### src/rtl/tdc_binner.sv
// -----------------------------------------------------------------------------
// tdc_binner
//
// Time-to-digital converter front end for a photon-timing histogram. A start
// pulse (laser sync) opens a timing window and a stop pulse (detector hit)
// closes it. The elapsed tick count is binned by 2^BIN_SHIFT and handed to
// a downstream histogram memory as an address plus a one-cycle increment
// strobe. Windows that see no stop before the last bin are dropped and
// counted as overflows.
//
// Parameters
//   BIN_SHIFT    log2 of the bin width in clk ticks (0..7)
//   CNT_WIDTH    width of event_cnt / overflow_cnt
//
// Ports
//   clk          sole clock, rising edge
//   rst          asynchronous active-high reset
//   start_in     asynchronous start pulse (opens a window)
//   stop_in      asynchronous stop pulse (closes a window)
//   Command      2'b10 run, 2'b01 synchronous clear, anything else stop
//   addr         bin index, held stable between strobes
//   Memory_add   one-cycle increment strobe for the histogram memory
//   busy         high while a timing window is open
//   event_cnt    saturating count of accepted stops
//   overflow_cnt saturating count of timed-out windows
// -----------------------------------------------------------------------------
module tdc_binner #(
    parameter int BIN_SHIFT = 0,
    parameter int CNT_WIDTH = 16
) (
    input  logic                 clk,
    input  logic                 rst,
    input  logic                 start_in,
    input  logic                 stop_in,
    input  logic [1:0]           Command,
    output logic [7:0]           addr,
    output logic                 Memory_add,
    output logic                 busy,
    output logic [CNT_WIDTH-1:0] event_cnt,
    output logic [CNT_WIDTH-1:0] overflow_cnt
);

    localparam int TW = 9 + BIN_SHIFT;
    // Last tick that still falls inside bin 255.
    localparam logic [TW-1:0] TICK_MAX = TW'((32'd256 << BIN_SHIFT) - 32'd1);

    typedef enum logic [1:0] {
        IDLE  = 2'd0,
        ARMED = 2'd1,
        EMIT  = 2'd2
    } state_t;

    state_t state, state_nxt;

    logic [TW-1:0] tick, tick_nxt;
    logic [7:0]    addr_nxt;
    logic          strobe_nxt;
    logic          ev_inc;
    logic          ov_inc;

    // Synchronizer chains: [0]=s1, [1]=s2, [2]=s3 (edge-detect delay flop).
    logic [2:0] start_sync;
    logic [2:0] stop_sync;
    logic       start_pulse;
    logic       stop_pulse;

    logic cmd_run;
    logic cmd_clear;

    assign cmd_run     = (Command == 2'b10);
    assign cmd_clear   = (Command == 2'b01);
    assign start_pulse = start_sync[1] & ~start_sync[2];
    assign stop_pulse  = stop_sync[1]  & ~stop_sync[2];
    assign busy        = (state == ARMED);

    // NOTE: every clocked block uses non-blocking (<=) assignments so all flops
    // update together from the values present before the edge.
    always_ff @(posedge clk or posedge rst) begin
        if (rst) begin
            start_sync <= '0;
            stop_sync  <= '0;
        end else begin
            start_sync <= {start_sync[1:0], start_in};
            stop_sync  <= {stop_sync[1:0],  stop_in};
        end
    end

    // NOTE: every signal driven here gets a default first, so no path through
    // the case statement can leave one unassigned and infer a latch.
    always_comb begin
        state_nxt  = state;
        tick_nxt   = tick;
        addr_nxt   = addr;
        strobe_nxt = 1'b0;
        ev_inc     = 1'b0;
        ov_inc     = 1'b0;

        if (cmd_clear) begin
            state_nxt = IDLE;
            tick_nxt  = '0;
            addr_nxt  = '0;
        end else begin
            unique case (state)
                IDLE: begin
                    // Stops are ignored here; only a run command may arm.
                    if (cmd_run && start_pulse) begin
                        tick_nxt  = TW'(1);
                        state_nxt = ARMED;
                    end
                end
                ARMED: begin
                    // A stop wins over a simultaneous start; that start is lost.
                    if (stop_pulse) begin
                        addr_nxt   = 8'(tick >> BIN_SHIFT);
                        strobe_nxt = 1'b1;
                        ev_inc     = 1'b1;
                        state_nxt  = EMIT;
                    end else if (start_pulse) begin
                        tick_nxt = TW'(1);
                    end else if (tick == TICK_MAX) begin
                        ov_inc    = 1'b1;
                        state_nxt = IDLE;
                    end else begin
                        tick_nxt = tick + TW'(1);
                    end
                end
                EMIT: begin
                    state_nxt = IDLE;
                end
                default: begin
                    state_nxt = IDLE;
                end
            endcase
        end
    end

    always_ff @(posedge clk or posedge rst) begin
        if (rst) begin
            state      <= IDLE;
            tick       <= '0;
            addr       <= '0;
            Memory_add <= 1'b0;
        end else begin
            state      <= state_nxt;
            tick       <= tick_nxt;
            addr       <= addr_nxt;
            // Registered so the strobe is high exactly for the EMIT cycle.
            Memory_add <= strobe_nxt;
        end
    end

    always_ff @(posedge clk or posedge rst) begin
        if (rst) begin
            event_cnt    <= '0;
            overflow_cnt <= '0;
        end else if (cmd_clear) begin
            event_cnt    <= '0;
            overflow_cnt <= '0;
        end else begin
            if (ev_inc && (event_cnt != '1)) begin
                event_cnt <= event_cnt + 1'b1;
            end
            if (ov_inc && (overflow_cnt != '1)) begin
                overflow_cnt <= overflow_cnt + 1'b1;
            end
        end
    end

endmodule

### config.mk
export PLATFORM = sky130hd
export DESIGN_NAME = tdc_binner
export DESIGN_NICKNAME = d
export VERILOG_FILES = /design/src/rtl/tdc_binner.sv
export SDC_FILE = /design/constraint.sdc
export NUM_CORES = 1
export LEC_CHECK = 0
export CORE_UTILIZATION = 49
export DETAILED_ROUTE_END_ITERATION = 7
export PLACE_DENSITY = 0.76
export SLEW_MARGIN = 20
export SYNTH_ARGS = -nofsm -noshare
export SYNTH_HDL_FRONTEND = slang
export SYNTH_SLANG_ARGS = --single-unit
### constraint.sdc
create_clock -name clk -period 2.11 [get_ports clk]
set_input_delay 0.422 -clock clk [delete_from_list [all_inputs] [get_ports clk]]
set_output_delay 0.422 -clock clk [all_outputs]
set_load 0.01 [all_outputs]
==> flow_metrics.tcl <==
set metrics [dict create \
    p_per_area_nw_per_um2 579.0 \
    synth_common_cells "dfrtp_1 (58), nand2_1 (51), nand3_1 (23)" \
    hold_depth 0 \
    synth.avg_cell_area_um2 9.467 \
    drv_cap 0 \
    slew_viol_final 0 \
    start_util 0.5186 \
    cts_tree "done" \
    die_x_um 82.09 \
    worstMarginPinSlew_ps 792.3 \
    whs_ps 351.7 \
    rows 28 \
    rsz0062_at_grt "true" \
    yosysMostFrequentCell "dfrtp_1" \
    path_max_fanout 6 \
    synth_fp_nets 342 \
    hp-class "reg -> reg" \
    netlist_area_um2 3143 \
    place_congestion 0.8742 \
    grt_max_degree 59 \
    synth_area_leaders "dfrtp_1 (46%), nand2_1 (6.1%), mux2i_1 (6.1%)" \
    setup_slack_ps -92.73 \
    portBuffers 47 \
    layout_min_cycle_time_ps 2203 \
    place_ws_ps -213.6 \
    antenna_found_initial 0 \
    die_h_um 82.09 \
    drc 0 \
    outcome "finished, violations left" \
    async_reset_ff_frac 1.000 \
    cts.clk_slew.worst_paths_ps 70 \
    synthCells 332 \
    worstSetupPathType "reg -> reg" \
    setup_tns_ps -277.8 \
    clock_skew_ps 9.074 \
    io_pins 48 \
    yosys.cell_types.count 50 \
    fin_cells 495 \
    die-area_um2 6739 \
    cp_data_required_time_ps 2370 \
    synth_top_area_cell "dfrtp_1" \
    setup_violations 8 \
    endpoint_kind "flip-flop" \
    ys_ff_latch 58 \
    clk_latency_ps 340 \
    layout-drive-gt1-share 0.2214 \
    start_kind "flip-flop" \
    synth-edff-count 0 \
    maxSlewHeadroom 0.4707 \
    ctsHoldBuffers 0 \
    violations "setup timing" \
    dp.cells 466 \
    timing.final.hold_violations 0 \
    first_pass_iters 5 \
    ys.flop_type "dfrtp_1" \
    place.detailed.hpwl_um 5254 \
    syn_to_final_growth_pct 44.35 \
    vias_per_cell 6.238 \
    grt_pass1_wl_um 13290 \
    routed_wl_um 8502 \
    vdd_drop_max_uv 572.9 \
    dr_total_vias 3088 \
    fin_crit_sh 1.044 \
    reg2reg_depth 9 \
    synth_top_area_share 0.4618 \
    fmax_mhz 454.0 \
    drtIter0Drc 344 \
    root_buffer "clkbuf_8" \
    clock-sinks 58 \
    ys_seq_area_frac 0.4618 \
    grt_pass1_vias 2807 \
    p_leak_nw 1.861 \
    grt_overflow 0 \
    yosys_warnings 0 \
    cts_buffer_depth 2 \
    ant_nets 0 \
    antenna_cells 0 \
    grtUsageTotal 0.2627 \
    worst_ep_arrival_time_ps 2470 \
    layout.nets 425 \
    cts_max_level 3 \
    cts_made_buffers 9 \
    final_core_util 0.7486 \
    design.core.area_um2 6061 \
    wl_per_cell_um 17.18 \
]
==> cell usage in the layout (no fill, tap or decap), types with 3 or more instances in the layout <==
cell type        instances
dfrtp_1                 58
nand2_1                 50
clkdlybuf4s50_1         47
buf_4                   29
nand3_1                 23
mux2i_1                 19
nand2b_1                16
a31oi_1                 15
clkbuf_8                13
nor4_4                  10
nor2_1                   9
nor3_1                   8
nand4_1                  8
inv_1                    8
buf_6                    8
o21ai_0                  7
and4_1                   5
and3_1                   5
or4_1                    5
a21oi_1                  5
a211oi_1                 4
or3_1                    4
nor4_1                   3
o2111ai_1                3
a41oi_1                  3
a41o_1                   3
nand4_4                  3
and3_4                   3
buf_12                   3
==> where the power goes <==
| part | internal [W] | switching [W] | leakage [nW] | total [W] |
|---|---|---|---|---|
| logic | 0.0000986 | 0.000128 | 0.943 | 0.000227 |
| registers | 0.00113 | 0.0000179 | 0.793 | 0.00115 |
| clock network | 0.000796 | 0.000451 | 0.126 | 0.00125 |
| total | 0.00203 | 0.000597 | 1.86 | 0.00263 |
==> critical path: stages, from the launching register on <==
cell	delay, ps
dfrtp_1	370
ha_2	190
and3_4	180
and3_4	170
and3_4	190
ha_4	190
nand4_4	100
buf_12	170
or4_4	420
a21oi_2	140
==> state kept, by name (all words and copies together) (netlist names) <==
| name | count |
|---|---|
| Memory_add | 1 |
| addr | 8 |
| event_cnt | 16 |
| overflow_cnt | 16 |
| start_sync | 3 |
| state | 2 |
| stop_sync | 3 |
| tick | 9 |
==> layout make-up <==
| type | count | area (um2) |
|---|---|---|
| Clock buffer | 13 | 178.9 |
| Clock inverter | 3 | 68.82 |
| Fill cell | 409 | 1524 |
| Inverter | 10 | 37.54 |
| Multi-Input combinational cell | 249 | 1868 |
| Sequential cell | 58 | 1451 |
| Tap cell | 75 | 93.84 |
| Timing Repair Buffer | 87 | 838.3 |
==> cells by family after synthesis <==
group	synth area share
muxes	0.06051
AOI/OAI and AO/OA	0.1369
and+or+nand+nor	0.2898
adders and majority gates	0.01592
buffers and inverters	0.03503
DFF	0.4618
==> what timing repair did <==
| action | 4_1_cts | 5_1_grt |
|---|---|---|
| buffers inserted | 5 | 7 |
| pin swaps | 9 | 15 |
| resized for setup | 17 | 23 |
| endpoints found under the setup margin | 21 | 31 |
| hold endpoints to repair | 0 | 0 |
| cloned | 1 | 0 |
==> stage by stage <==
stage	cell area, um2	total power, W
after floorplan	3224	0.001289
after global placement	3941	0.001372
after detailed placement	3941	0.001380
after CTS	4338	0.002627
after global routing	4537	0.002705
final	4537	0.002627
==> worst paths after layout <==
path / startpoint / end / slack (ps)
max: tick[0]$_DFFE_PP0P_ / overflow_cnt[5]$_DFFE_PP0P_ / -90
min: stop_sync[0]$_DFF_PP0_ / stop_sync[1]$_DFF_PP0_ / 350
max reg2reg: tick[0]$_DFFE_PP0P_ / overflow_cnt[5]$_DFFE_PP0P_ / -90
min reg2reg: stop_sync[0]$_DFF_PP0_ / stop_sync[1]$_DFF_PP0_ / 350
max in group asynchronous: rst / event_cnt[8]$_DFFE_PP0P_ / 1390
min in group asynchronous: rst / addr[5]$_DFFE_PP0P_ / 460
==> per-layer routing <==
| layer | vias up | GRT usage | routed length, um |
|---|---|---|---|
| li1 | 1419 | - | - |
| met1 | 1505 | 0.3432 | 3502 |
| met2 | 134 | 0.4157 | 4224 |
| met3 | 30 | 0.07033 | 512 |
| met4 | 0 | 0.1000 | 262 |
| met5 | - | 0 | 0 |
(Power assumes the default switching activity.)
